<file path="config.mk">
export PLATFORM = sky130hd
export DESIGN_NAME = ifetch_sram_bridge
export DESIGN_NICKNAME = d
export VERILOG_FILES = /design/src/rtl/ifetch_pkg.sv /design/src/rtl/ifetch_rsp_fifo.sv /design/src/rtl/ifetch_sram_bridge.sv
export SDC_FILE = /design/constraint.sdc
export NUM_CORES = 1
export LEC_CHECK = 0
export CAP_MARGIN = 40
export CORE_AREA = 2 2 95 97
export CTS_CLUSTER_SIZE = 14
export DETAILED_ROUTE_END_ITERATION = 7
export DIE_AREA = 0 0 97 99
export PLACE_DENSITY = 0.84
export SYNTH_ARGS = -nofsm -noshare
export SYNTH_HDL_FRONTEND = slang
export SYNTH_SLANG_ARGS = --single-unit
</file>
<file path="constraint.sdc">
create_clock -name clk -period 2.8 [get_ports clk]
set_input_delay 0.7 -clock clk [delete_from_list [all_inputs] [get_ports clk]]
set_output_delay 0.7 -clock clk [all_outputs]
set_load 0.02 [all_outputs]
</file>
<file path="src/rtl/ifetch_pkg.sv">
// Shared types and helpers for the instruction-fetch SRAM bridge.
// Latency: none (types and pure functions only).
// Backpressure: n/a.
package ifetch_pkg;

    localparam int RV_PC_SIZE = 32;
    localparam int RV_IR_SIZE = 32;

    // All-zero word is an illegal RISC-V encoding, so a faulted fetch can never
    // be mistaken for a real instruction even if err is ignored downstream.
    localparam logic [RV_IR_SIZE-1:0] FAULT_IR = 32'h0000_0000;

    typedef struct packed {
        logic [RV_IR_SIZE-1:0] ir;
        logic                  err;
    } ifetch_rsp_t;

    // Byte offset of a PC from the SRAM window base, modulo 2^PC width.
    // Bits [1:0] give the misalignment, bits [MEM_AW+1:2] the word address,
    // and anything above that set means the PC is outside the window.
    function automatic logic [RV_PC_SIZE-1:0] pc_word_off(
        input logic [RV_PC_SIZE-1:0] pc,
        input logic [RV_PC_SIZE-1:0] base
    );
        return pc - base;
    endfunction

endpackage

</file>
<file path="src/rtl/ifetch_rsp_fifo.sv">
// In-order response buffer holding fetched instructions and fault flags.
// Latency: a push becomes visible at the head the cycle after it is written.
// Backpressure: caller must not push when full unless also popping.
module ifetch_rsp_fifo
    import ifetch_pkg::*;
#(
    parameter  int DEPTH = 2,
    localparam int CNT_W = $clog2(DEPTH + 1),
    localparam int PTR_W = (DEPTH > 1) ? $clog2(DEPTH) : 1
) (
    input  logic               clk,
    input  logic               rst_n,
    input  logic               push,
    input  ifetch_rsp_t        push_dat,
    input  logic               pop,
    output ifetch_rsp_t        head_dat,
    output logic [CNT_W-1:0]   count,
    output logic               empty,
    output logic               full
);

    ifetch_rsp_t        mem [DEPTH];
    logic [PTR_W-1:0]   wr_ptr;
    logic [PTR_W-1:0]   rd_ptr;
    logic               do_pop;

    // Pointers wrap at DEPTH so non-power-of-two depths work too.
    function automatic logic [PTR_W-1:0] ptr_next(input logic [PTR_W-1:0] p);
        return (p == PTR_W'(DEPTH - 1)) ? '0 : p + PTR_W'(1);
    endfunction

    assign do_pop   = pop & ~empty;
    assign empty    = (count == '0);
    assign full     = (count == CNT_W'(DEPTH));
    assign head_dat = mem[rd_ptr];

    // Storage, pointers and occupancy; storage is cleared so the head reads zero out of reset.
    always_ff @(posedge clk or negedge rst_n) begin
        if (!rst_n) begin
            wr_ptr <= '0;
            rd_ptr <= '0;
            count  <= '0;
            for (int i = 0; i < DEPTH; i++) begin
                mem[i] <= '0;
            end
        end else begin
            if (push) begin
                mem[wr_ptr] <= push_dat;
                wr_ptr      <= ptr_next(wr_ptr);
            end
            if (do_pop) begin
                rd_ptr <= ptr_next(rd_ptr);
            end
            case ({push, do_pop})
                2'b10:   count <= count + CNT_W'(1);
                2'b01:   count <= count - CNT_W'(1);
                default: count <= count;
            endcase
        end
    end

endmodule

</file>
<file path="src/rtl/ifetch_sram_bridge.sv">
// Fetch-side slave that turns PC requests into synchronous SRAM reads, faulting bad PCs.
// Latency: request accepted in cycle t gives a response at t+2 at the earliest.
// Backpressure: credit-based; req_rdy drops once DEPTH responses are owed, no drops.
module ifetch_sram_bridge
    import ifetch_pkg::*;
#(
    parameter int          PC_W      = 32,
    parameter int          IR_W      = 32,
    parameter int          MEM_AW    = 12,
    parameter logic [31:0] BASE_ADDR = 32'h0000_0000,
    parameter int          DEPTH     = 2
) (
    input  logic              clk,
    input  logic              rst_n,
    input  logic              ifetch_req_vld,
    output logic              ifetch_req_rdy,
    input  logic [PC_W-1:0]   ifetch_req_pc,
    output logic              ifetch_rsp_vld,
    input  logic              ifetch_rsp_rdy,
    output logic [IR_W-1:0]   ifetch_rsp_ir,
    output logic              ifetch_rsp_err,
    output logic              mem_cs,
    output logic [MEM_AW-1:0] mem_addr,
    input  logic [IR_W-1:0]   mem_rdata,
    output logic [7:0]        err_cnt
);

    localparam int CNT_W = $clog2(DEPTH + 1);
    localparam int OCC_W = CNT_W + 1;

    logic [RV_PC_SIZE-1:0] off;
    logic                  misalign;
    logic                  out_of_window;
    logic                  fault;
    logic                  req_hsk;
    logic                  rsp_hsk;

    logic                  s1_vld;
    logic                  s1_err;

    ifetch_rsp_t           fifo_wdat;
    ifetch_rsp_t           fifo_head;
    logic [CNT_W-1:0]      fifo_count;
    logic                  fifo_empty;
    logic                  fifo_full;
    logic                  fifo_push;
    logic [OCC_W-1:0]      occ;

    // BASE_ADDR is word aligned, so the offset's low bits are the PC's low bits.
    assign off           = pc_word_off(RV_PC_SIZE'(ifetch_req_pc), RV_PC_SIZE'(BASE_ADDR));
    assign misalign      = |off[1:0];
    assign out_of_window = |off[RV_PC_SIZE-1:MEM_AW+2];
    assign fault         = misalign | out_of_window;

    assign req_hsk = ifetch_req_vld & ifetch_req_rdy;
    assign rsp_hsk = ifetch_rsp_vld & ifetch_rsp_rdy;

    // Faulted PCs never reach the SRAM; address is only meaningful with mem_cs.
    assign mem_cs   = req_hsk & ~fault;
    assign mem_addr = off[MEM_AW+1:2];

    // Every accepted request, fetched or faulted, owes one response slot. Counting
    // the read still in flight in stage 1 means the FIFO can never overflow.
    assign occ            = OCC_W'(fifo_count) + OCC_W'(s1_vld);
    assign ifetch_req_rdy = (occ < OCC_W'(DEPTH)) |
                            (rsp_hsk & (occ == OCC_W'(DEPTH)));

    // Stage 1 tracks the read whose data arrives on mem_rdata next cycle.
    always_ff @(posedge clk or negedge rst_n) begin
        if (!rst_n) begin
            s1_vld <= 1'b0;
            s1_err <= 1'b0;
        end else begin
            s1_vld <= req_hsk;
            s1_err <= fault;
        end
    end

    // Faulted slots carry the illegal encoding instead of whatever is on the bus.
    always_comb begin
        fifo_wdat     = '0;
        fifo_wdat.err = s1_err;
        fifo_wdat.ir  = s1_err ? FAULT_IR : RV_IR_SIZE'(mem_rdata);
    end

    // The credit scheme guarantees room; the full term only matters if that is violated.
    assign fifo_push = s1_vld & (~fifo_full | rsp_hsk);

    ifetch_rsp_fifo #(
        .DEPTH (DEPTH)
    ) u_rsp_fifo (
        .clk      (clk),
        .rst_n    (rst_n),
        .push     (fifo_push),
        .push_dat (fifo_wdat),
        .pop      (rsp_hsk),
        .head_dat (fifo_head),
        .count    (fifo_count),
        .empty    (fifo_empty),
        .full     (fifo_full)
    );

    assign ifetch_rsp_vld = ~fifo_empty;
    assign ifetch_rsp_ir  = IR_W'(fifo_head.ir);
    assign ifetch_rsp_err = fifo_head.err;

    // Saturating fault counter, sticks at 0xFF.
    always_ff @(posedge clk or negedge rst_n) begin
        if (!rst_n) begin
            err_cnt <= 8'h00;
        end else if (req_hsk && fault && (err_cnt != 8'hFF)) begin
            err_cnt <= err_cnt + 8'd1;
        end
    end

endmodule

</file>
**After elaboration in Yosys (flattened, before gate mapping)**

Index checks and enable logic that the tools add are counted.
W data, S select, Z words.

- Register bits: 80
- Bits of input ports: 68
- Output and inout port bits: 56
- Logic and storage cells: 56

- $add $sub $neg: 6
- $lt $le $gt $ge: 4
- Eq/ne operators: 5
- Mux-type cells: 10
- Bitwise operators: 14
- Reductions and logical operators: 7

Operator list:

| operator | number |
|---|---|
| $mux W33 | 4 |
| $bwmux W66 | 1 |
| $demux W33 S1 | 1 |
| $mux W32 | 1 |
| $reduce_or A18 Y1 | 1 |
| $add A8 B1 Y8 const B | 1 |
| $ne A8 B8 Y1 const B | 1 |
| $and A1 B1 Y1 | 6 |
| $eq A2 B2 Y1 const B | 2 |
| $ge A2 B2 Y1 const B | 2 |
| $not A1 Y2 | 2 |
| $pmux W2 S2 | 1 |
| $add A2 B1 Y3 | 1 |
| $eq A3 B2 Y1 const B | 1 |
| $logic_and A1 B1 Y1 | 3 |
| $lt A3 B2 Y1 const B | 1 |
| $not A1 Y1 | 3 |
| $or A1 B1 Y1 | 3 |
| $add A1 B1 Y1 const B | 2 |
| $add A2 B1 Y2 const B | 1 |
| $eq A2 B1 Y1 const B | 1 |
| $logic_not A2 Y1 | 1 |
| $lt A2 B1 Y1 const B | 1 |
| $mux W1 | 2 |
| 3 further kinds | 3 |

**Longest topological paths before layout**

- Depth in word-level cells: 8
- Gate-level depth with buffers: 8
- Depth with buffers taken out: 8

**Hierarchy**

Synthesis repeated with hierarchy kept, for this count alone.

- Cells, all modules: 297
- Area, all modules: 4103.9 um2

Modules (own cells, without submodules):

| module | instances | cells an instance | area an instance (um2) | sequential area each (um2) |
|---|---|---|---|---|
| ifetch_rsp_fifo | 1 | 192 | 3175.5 | 1751.7 |
| ifetch_sram_bridge | 1 | 105 | 928.4 | 250.2 |

**Worst setup path after synthesis**

OpenSTA, ideal clock, no wires.

- Kind: input to output
- Start: in ifetch_req_pc[26]
- End: out mem_cs
- Arrival: 1.724 ns
- Required time: 2.100 ns
- Path slack: 0.376 ns
- Cell stages on the path: 5
- Path buffers: 0
- Cell sequence: nor4_1 nand3_1 nor2_1 inv_2 nor2_1

- Word-level cells in the longest chain between the ends: 4

RTL lines:

| item | RTL line | source |
|---|---|---|
| from (decl) | ifetch_sram_bridge.sv:17 | `input logic [PC_W-1:0] ifetch_req_pc,` |
| $reduce_or A18 Y1 | ifetch_sram_bridge.sv:52 | `assign out_of_window = \|off[RV_PC_SIZE-1:MEM_AW+2];` |
| $or A1 B1 Y1 | ifetch_sram_bridge.sv:53 | `assign fault = misalign \| out_of_window;` |
| net fault | ifetch_sram_bridge.sv:34 | `logic fault;` |
| $not A1 Y1 | ifetch_sram_bridge.sv:59 | `assign mem_cs = req_hsk & ~fault;` |
| $and A1 B1 Y1 | ifetch_sram_bridge.sv:59 |  |
| to (decl) | ifetch_sram_bridge.sv:22 | `output logic mem_cs,` |

The timed path passes the listed nets, and every way through them passes these cells.

**Worst setup path after layout**

- Start: in ifetch_req_pc[25]
- End: out mem_cs

Same word-level chain as after synthesis.

==> flow_metrics.tcl <==
set metrics [dict create \
    dr.pass1.iters 4 \
    drt-met1-wl_mm 3.445 \
    status "completed" \
    grt_first_pass_wirelength_mm 13.69 \
    io_buffers 99 \
    die_area_mm2 0.009603 \
    final_cell_mix "96 x clkdlybuf4s50_1, 80 x dfrtp_1, 70 x nand2_1" \
    final_common_cell "clkdlybuf4s50_1" \
    cp_top_family "buffers and inverters" \
    slew_violations 0 \
    yosys.area.top_type "dfrtp_1" \
    comb_power_share_pct 34.4 \
    overflow 0 \
    clock_latency_ns 0.34 \
    vias_per_cell 5.033 \
    cp.buffers_inverters 3 \
    ant_nets 0 \
    antenna_found_initial 0 \
    finClkSkew_ns 0.006100 \
    drive_gt1_share_pct 18.10 \
    numCtsBuffers 9 \
    seqPwrFrac_pct 39.2 \
    gp_congestion 0.7565 \
    grt_max_degree 45 \
    clk_path_buf_depth 2 \
    arrival_ns 1.95 \
    ys_types 36 \
    die_h_um 99 \
    synth_seq_area_share_pct 52.00 \
    cp_slowest_stage_delay_ns 0.43 \
    drc 0 \
    htreeDepth 3 \
    met3_length_um 486 \
    r2r-start "s1_vld$_DFF_PN0_" \
    rsz0062_at_grt "false" \
    max_freq_ghz 0.3769 \
    final.min_clock_period_ns 2.653 \
    vdd_drop_max_uv 333.5 \
    die_w_um 97 \
    cellPowerDensity_mw_per_mm2 659.3 \
    nNetsFinal 533 \
    cts_tree "built" \
    swShare_pct 33.32 \
    antenna_cells 0 \
    dpl_worst_slack_ns -0.3591 \
    critPathRequiredTime_ns 2.10 \
    setup_slack_ns 0.1467 \
    relSlewSlack_pct 68.31 \
    clkTransAtPathRegs_ns 0.07 \
    critical_path.startpoint_type "input port" \
    syn_to_final_growth_pct 33.44 \
    clockPowerShare_pct 26.4 \
    avgSynthCellArea_um2 10.49 \
    ys_top_cells_by_area "dfrtp_1 52%, mux2_2 9.9%, nand2_1 6.8%" \
    core_area_mm2 0.008551 \
    io_pins 124 \
    critPathCaptureType "output pin" \
    cts_sinks 80 \
    fin_setup_tns_ns 0 \
    cp_max_fo 2 \
    dr.max_layer_used "met4" \
    worst_pin_slew_ns 0.4753 \
    switchingPower_mw 1.129 \
    critical_path.startpoint "ifetch_req_pc[25]" \
    first_global_vias 3025 \
    slowest_stage "clkdlybuf4s50_1" \
    netlist.area_leader.share_pct 52.00 \
    post_drt_wl_per_cell_um 14.15 \
    syn-num-nets 440 \
    syn_inst 367 \
    setup_viol 0 \
    totalWireLength_mm 8.096 \
    route.vias.total 2879 \
    path_cells "clkdlybuf4s50_1 -> nor4_2 -> nand3_1 -> nor2_2 -> inv_2 -> nor2_1 -> buf_2" \
    hpwl_mm 5.802 \
    initial_core_util_pct 45.02 \
    dr_wl_met2_mm 4.033 \
    nFillCells 730 \
    synth-seq-cells 80 \
    power.leakage_nw 2.184 \
    cts_setup_buffers 0 \
    internal-power_mw 2.258 \
    yosysWarnings 0 \
    fp-row-count 34 \
    path_class "input port to output pin" \
    power_mw 3.387 \
    grtUsageTotal_pct 17.61 \
    drtIter0Drc 85 \
    hold_path_class "input port to asynchronous set/reset pin" \
    netlist_area_mm2 0.003850 \
    min_period_over_period_pct 94.76 \
    cap_violations 0 \
    root_buffer "clkbuf_8" \
    hold_violations 0 \
]
final cells by class:
type	instances	area, um2	share of cell area, %
flip-flops and latches	80	2002	38.97
multi-input cells	250	1642	31.95
repair buffers	115	1135	22.09
well taps	108	135.1	2.630
clock buffers	9	123.9	2.411
clock inverters	6	85.08	1.656
inverters	4	15.01	0.2923
state kept, by name, indices dropped and copies added, names as in the netlist:
name / cells
u_rsp_fifo.count: 2
err_cnt: 8
u_rsp_fifo.mem: 66
s1_err: 1
u_rsp_fifo.wr_ptr: 1
u_rsp_fifo.rd_ptr: 1
s1_vld: 1
worst paths after layout:
| path | end | slack [ns] | depth (start not counted) |
|---|---|---|---|
| max | mem_cs | 0.15 | 7 |
| min | u_rsp_fifo.mem[60]$_DFFE_PN0P_ | 0.32 | 1 |
| max reg2reg | err_cnt[1]$_DFFE_PN0P_ | 0.79 | 7 |
| min reg2reg | u_rsp_fifo.mem[6]$_DFFE_PN0P_ | 0.48 | 2 |
| max in group asynchronous | u_rsp_fifo.mem[41]$_DFFE_PN0P_ | 1.90 | 2 |
| min in group clk | u_rsp_fifo.mem[6]$_DFFE_PN0P_ | 0.48 | 2 |
power by group through the flow:
stage	Sequential, mW	Combinational (mW)	Clock, mW
floorplan	1.40	0.763	0
global placement	1.34	1.16	0
detailed placement	1.35	1.20	0
CTS	1.33	1.19	0.925
global route	1.34	1.27	0.969
finish	1.33	1.16	0.895
cell families (layout without fill, tap and decap cells):
group           count (synthesis)  count (layout)  share of synthesized area [%]
compound gates                 71              71                          10.76
simple gates                  128             128                          16.61
fa+ha+maj                       5               5                          1.625
xor+xnor                       10              10                          2.275
flops                          80              80                          52.00
mux                            36              36                          10.72
buf+inv                        37             134                          6.013
metal layers:
| layer | up-vias | global-route usage [%] |
|---|---|---|
| met2 | 100 | 31.78 |
| met4 | 0 | 5.959 |
| met1 | 1352 | 20.70 |
| li1 | 1411 | - |
| met3 | 16 | 4.113 |
| met5 | - | 0 |
synth_stat cells, drive strengths merged:
| cell | count |
|---|---|
| ha | 5 |
| and2 | 1 |
| a22oi | 1 |
| and4 | 2 |
| and4bb | 2 |
| a21oi | 1 |
| dfrtp | 80 |
| nand2 | 70 |
| o21a | 1 |
| mux2 | 36 |
| nand3 | 5 |
| o311ai | 1 |
| xor2 | 3 |
| a31o | 1 |
| or2 | 2 |
| o21ai | 64 |
| nor2b | 1 |
| nor2 | 5 |
| buf | 26 |
| xnor2 | 7 |
| clkbuf | 7 |
| nand2b | 32 |
| o31ai | 1 |
| nor4 | 5 |
| nor3 | 3 |
| a31oi | 1 |
| inv | 4 |
through the flow:
step / instances / hold slack, ns / utilization [%] / instance area, um2
3_5_place_dp: 557 / 0.4651 / 57.54 / 4920
4_1_cts: 572 / 0.3145 / 60.05 / 5135
5_1_grt: 572 / 0.3379 / 60.08 / 5137
3_3_place_gp: 555 / 0.4553 / 56.98 / 4872
6_report: 572 / 0.3155 / 60.08 / 5137
2_1_floorplan: 367 / 0.4044 / - / 3850
what timing repair did:
item | 4_1_cts | 5_1_grt
gates resized for setup | 5 | 3
cloned | 0 | 0
setup endpoints to repair | 2 | 1
hold buffers | 0 | 0
Note: power is estimated with default switching activity, not from simulation.
==> RTL change 1: new RTL, same settings <==
Reset style: synchronous (`rst_n`), changed in 3 clocked blocks.
--- a/src/rtl/ifetch_rsp_fifo.sv
+++ b/src/rtl/ifetch_rsp_fifo.sv
@@ -35,7 +35,7 @@
     assign head_dat = mem[rd_ptr];
 
     // Storage, pointers and occupancy; storage is cleared so the head reads zero out of reset.
-    always_ff @(posedge clk or negedge rst_n) begin
+    always_ff @(posedge clk) begin
         if (!rst_n) begin
             wr_ptr <= '0;
             rd_ptr <= '0;
--- a/src/rtl/ifetch_sram_bridge.sv
+++ b/src/rtl/ifetch_sram_bridge.sv
@@ -66,7 +66,7 @@
                             (rsp_hsk & (occ == OCC_W'(DEPTH)));
 
     // Stage 1 tracks the read whose data arrives on mem_rdata next cycle.
-    always_ff @(posedge clk or negedge rst_n) begin
+    always_ff @(posedge clk) begin
         if (!rst_n) begin
             s1_vld <= 1'b0;
             s1_err <= 1'b0;
@@ -105,7 +105,7 @@
     assign ifetch_rsp_err = fifo_head.err;
 
     // Saturating fault counter, sticks at 0xFF.
-    always_ff @(posedge clk or negedge rst_n) begin
+    always_ff @(posedge clk) begin
         if (!rst_n) begin
             err_cnt <= 8'h00;
         end else if (req_hsk && fault && (err_cnt != 8'hFF)) begin
Formal check against the unedited RTL: differs if rst_n is asserted again (counterexample within 4 cycles, from zero or initial values and one cycle with rst_n low); with rst_n held inactive, the same outputs for 10 cycles.
==> RTL change 1 against the unedited design <==
Total power increased by 1.2%; setup slack worse by 0.081 ns; clock skew grew 0.0043 ns; sequential share of layout area up 6.1 points; utilization down 0.89 points; maximum frequency is 3.0% lower; worst hold slack gained 0.20 ns; design area fell by 1.5%; critical path depth is 1 lower; synthesized area down 3.5%; sequential cell count up 1; routed wire length is 0.15% higher; critical path type unchanged; largest cell class unchanged; highest routed layer unchanged.
==> RTL change 1: results (changes against the unedited design) <==
- Largest net degree at the start of global routing: 34 (was 45)
- Post-synth top cells: nor2_1 (76), edfxtp_1 (66), nand2_1 (34) (was dfrtp_1 (80), nand2_1 (70), o21ai_0 (52))
- Drt first pass iters: 4 (unchanged)
- Reg-to-Reg Start: s1_vld$_SDFF_PN0_ (was s1_vld$_DFF_PN0_)
- Syn Nets: 393 (was 440)
- Lkg Pwr: 1.87 nW (was 2.18 nW)
- Type of the most critical hold path: flip-flop to flip-flop (was input port to async pin)
- Post-Synth Adder-Cell Area: 0.0168 (was 0.0162)
- Distinct cells, synth: 36 (unchanged)
- Clock Skews: 0.0104 ns (was 0.00610 ns)
- Final net count: 491 (was 533)
- Final WL: 8.11 mm (was 8.10 mm)
- Initial antenna violation count: 0 (unchanged)
- Routability cong.: 0.817 (was 0.757)
- Via count: 2,725 (was 2,879)
- Synthesized instance count: 320 (was 367)
- Delay-heaviest family, CP: simple AND/OR/NAND/NOR gates (was buffers and inverters)
- Compound-cell area share of the yosys netlist: 0.0465 (was 0.108)
- Xor/xnor cell area share of the yosys netlist: 0.00943 (was 0.0227)
- Number of synthesized flops with an enable pin: 66 (was 0)
- Worst slew pin tran: 0.927 ns (was 0.475 ns)
- Placement-stage worst setup slack: -0.483 ns (was -0.359 ns)
- Final-report hold violation count: 0 (unchanged)
- All-Layer GR Usage: 0.175 (was 0.176)
- Register-to-Register Path Depth: 9 (was 7)
- Port bufs: 99 (unchanged)
- Vias in the first global route: 2,860 (was 3,025)
- Detailed Place HPWL: 5.32 mm (was 5.80 mm)
- Max IR drop VDD: 362 uV (was 334 uV)
- Register area share after synthesis: 0.614 (was 0.520)
- Critical Path Start: ifetch_req_pc[15] (was ifetch_req_pc[25])
- Asr flop ratio synth: 0 (was 1.00)
- Per-cell routed wire length: 15.3 um (was 14.2 um)
- R2R setup slack: 0.50 ns (was 0.79 ns)
- Final period util: 0.976 (was 0.948)
- Fillers: 702 (was 730)
- Cells after DPL: 515 (was 557)
- Arr. time, crit path: 2.03 ns (was 1.95 ns)
- Crit-path slowest cell: or4_4 (was clkdlybuf4s50_1)
- Post-synthesis mux area share: 0.100 (was 0.107)
- R2r endpoint: err_cnt[7]$_SDFFE_PN0P_ (was err_cnt[1]$_DFFE_PN0P_)
- First-pass GRT wire length: 13.3 mm (was 13.7 mm)
- Status: complete, no violations (unchanged)
- DR iter-0 viols: 85 (unchanged)
- Largest cells by area after synthesis: edfxtp_1 (53%), mux2_2 (10%), dfxtp_1 (8.1%) (was dfrtp_1 (52%), mux2_2 (9.9%), nand2_1 (6.8%))
- Layout cells sized above 1: 0.184 (was 0.181)
- Worst hold slack: 0.516 ns (was 0.315 ns)
- Max incr delay on CP: 0.49 ns (was 0.43 ns)
RTL change 1: cell count changes after synthesis, sizes merged, moves of 5 or more:
cell / before / now
a21oi: 1 / 9
buf: 26 / 21
dfrtp: 80 / 0
dfxtp: 0 / 15
edfxtp: 0 / 66
nand2: 70 / 34
nand2b: 32 / 0
nor2: 5 / 77
o21ai: 64 / 4
or4: 0 / 5
xnor2: 7 / 2
RTL change 1: layer usage:
metal | part of all wire | track usage
met2 | 0.51 | 0.307
met5 | 0 | 0
met3 | 0.074 | 0.0553
met1 | 0.41 | 0.203
met4 | 0.0090 | 0.0650
RTL change 1: repair_timing:
action	CTS	global route
hold endpoints to repair	0	0
pin swaps	1	4
resized for setup	7	7
endpoints found under the setup margin	1	2
RTL change 1: area by class of cell:
| cell class | instances | area [um2] | share of cell area |
|---|---|---|---|
| Tap cell | 108 | 135 | 0.0267 |
| Clock buffer | 9 | 124 | 0.0245 |
| Timing Repair Buffer | 115 | 1180 | 0.233 |
| Inverter | 8 | 30.0 | 0.00593 |
| Sequential cell | 81 | 2280 | 0.451 |
| Multi-Input combinational cell | 203 | 1260 | 0.248 |
| Clock inverter | 7 | 53.8 | 0.0106 |
RTL change 1: metrics by stage:
step / area (um2) / utilization / total power, W
after floorplan: 3720 / - / 0.00219
after global placement: 4830 / 0.565 / 0.00266
after detailed placement: 4860 / 0.568 / 0.00270
after CTS: 5040 / 0.589 / 0.00346
after global routing: 5060 / 0.592 / 0.00359
final: 5060 / 0.592 / 0.00343
RTL change 1: power breakdown:
| group | internal [W] | leakage, nW | switching [W] |
|---|---|---|---|
| sequential | 0.00143 | 0.813 | 0.0000528 |
| combinational | 0.000608 | 0.975 | 0.000570 |
| clock | 0.000328 | 0.0822 | 0.000436 |
| total | 0.00237 | 1.87 | 0.00106 |
==> RTL change 2: new RTL, config.mk and constraints unchanged <==
Without the edit above. The parameter `MEM_AW` goes from 12 to 11.
--- a/src/rtl/ifetch_sram_bridge.sv
+++ b/src/rtl/ifetch_sram_bridge.sv
@@ -6,7 +6,7 @@
 #(
     parameter int          PC_W      = 32,
     parameter int          IR_W      = 32,
-    parameter int          MEM_AW    = 12,
+    parameter int          MEM_AW    = 11,
     parameter logic [31:0] BASE_ADDR = 32'h0000_0000,
     parameter int          DEPTH     = 2
 ) (
Ports: changed (resized mem_addr); port bits go from 124 to 123. The function was not compared with the original's and may differ.
==> RTL change 2 against the unedited design <==
Design area down 1.6%; total power shrank 3.4%; sequential power about the same; routed wire length increased by 0.28%; first-iteration DRC count is 12% lower; sequential cell count unchanged; synthesized area down 2.8%; via count decreased by 0.59%; setup slack got worse by 0.093 ns; largest power group unchanged.
==> RTL change 2: results (changes against the unedited design) <==
- Status: complete, no violations (unchanged)
- Post-synth top cells: dfrtp_1 (80), nand2_1 (67), o21ai_0 (49) (was dfrtp_1 (80), nand2_1 (70), o21ai_0 (52))
- Lkg Pwr: 2.17 nW (was 2.18 nW)
- Vias in the first global route: 2,940 (was 3,025)
- Placement-stage worst setup slack: -0.719 ns (was -0.359 ns)
- Met1 Track Usage GR: 0.213 (was 0.207)
- Post-synthesis mux area share: 0.112 (was 0.107)
- Worst slew pin tran: 0.564 ns (was 0.475 ns)
- Per-cell routed wire length: 14.2 um (about the same)
- Crit-path slowest cell: or4_4 (was clkdlybuf4s50_1)
- Final WL: 8.12 mm (was 8.10 mm)
- Met2 Usage GRT: 0.302 (was 0.318)
- NetSw: 0.00112 W (was 0.00113 W)
- Final net count: 530 (was 533)
- Register area share after synthesis: 0.535 (was 0.520)
- Detailed Place HPWL: 5.74 mm (was 5.80 mm)
- Setup ws final: 0.0536 ns (was 0.147 ns)
- Number of vias per cell: 5.02 (was 5.03)
- Syn Nets: 437 (was 440)
- Clock Skews: 0.0103 ns (was 0.00610 ns)
- Post-Synth Adder-Cell Area: 0.0167 (was 0.0162)
- Met1 Wirelength: 3.52 mm (was 3.45 mm)
- DR iter-0 viols: 75 (was 85)
- Critical Path Start: ifetch_req_pc[24] (was ifetch_req_pc[25])
- Delay-heaviest family, CP: simple AND/OR/NAND/NOR gates (was buffers and inverters)
- Layout cells sized above 1: 0.186 (was 0.181)
## RTL change 2: changes by cell type after synthesis, moves of 3 or more
| cell | before | now |
|---|---|---|
| buf_2 | 8 | 1 |
| mux2_1 | 0 | 3 |
| nand2_1 | 70 | 67 |
| o21ai_1 | 12 | 15 |
| o21ai_0 | 52 | 49 |
| buf_4 | 14 | 11 |
| buf_1 | 0 | 4 |
| buf_6 | 4 | 1 |
| clkbuf_1 | 7 | 16 |
## RTL change 2: power groups by stage
stage / Clock, W / Sequential, W / Combinational, W
6_report: 0.000823 / 0.00133 / 0.00112
5_1_grt: 0.000894 / 0.00134 / 0.00123
4_1_cts: 0.000846 / 0.00133 / 0.00114
3_5_place_dp: 0 / 0.00135 / 0.00114
3_3_place_gp: 0 / 0.00134 / 0.00112
2_1_floorplan: 0 / 0.00138 / 0.000656
## RTL change 2: cell type report
cell class | count | area, um2
sequential | 80 | 2000
tap | 108 | 135
multi-input combinational | 248 | 1610
clock inverter | 5 | 57.6
fill | 745 | 3500
clock buffer | 11 | 131
timing repair buffer | 115 | 1110
inverter | 3 | 11.3
## RTL change 2: how the worst min path moves through the flow
stage / cells past startpoint / endpoint / from
global placement: 2 / u_rsp_fifo.mem[8]$_DFFE_PN0P_ / u_rsp_fifo.mem[8]$_DFFE_PN0P_
global route: 1 / u_rsp_fifo.mem[27]$_DFFE_PN0P_ / rst_n
floorplan: 0 / err_cnt[0]$_DFFE_PN0P_ / rst_n
detailed placement: 2 / u_rsp_fifo.mem[18]$_DFFE_PN0P_ / u_rsp_fifo.mem[18]$_DFFE_PN0P_
CTS: 1 / u_rsp_fifo.mem[27]$_DFFE_PN0P_ / rst_n
finish: 1 / u_rsp_fifo.mem[27]$_DFFE_PN0P_ / rst_n
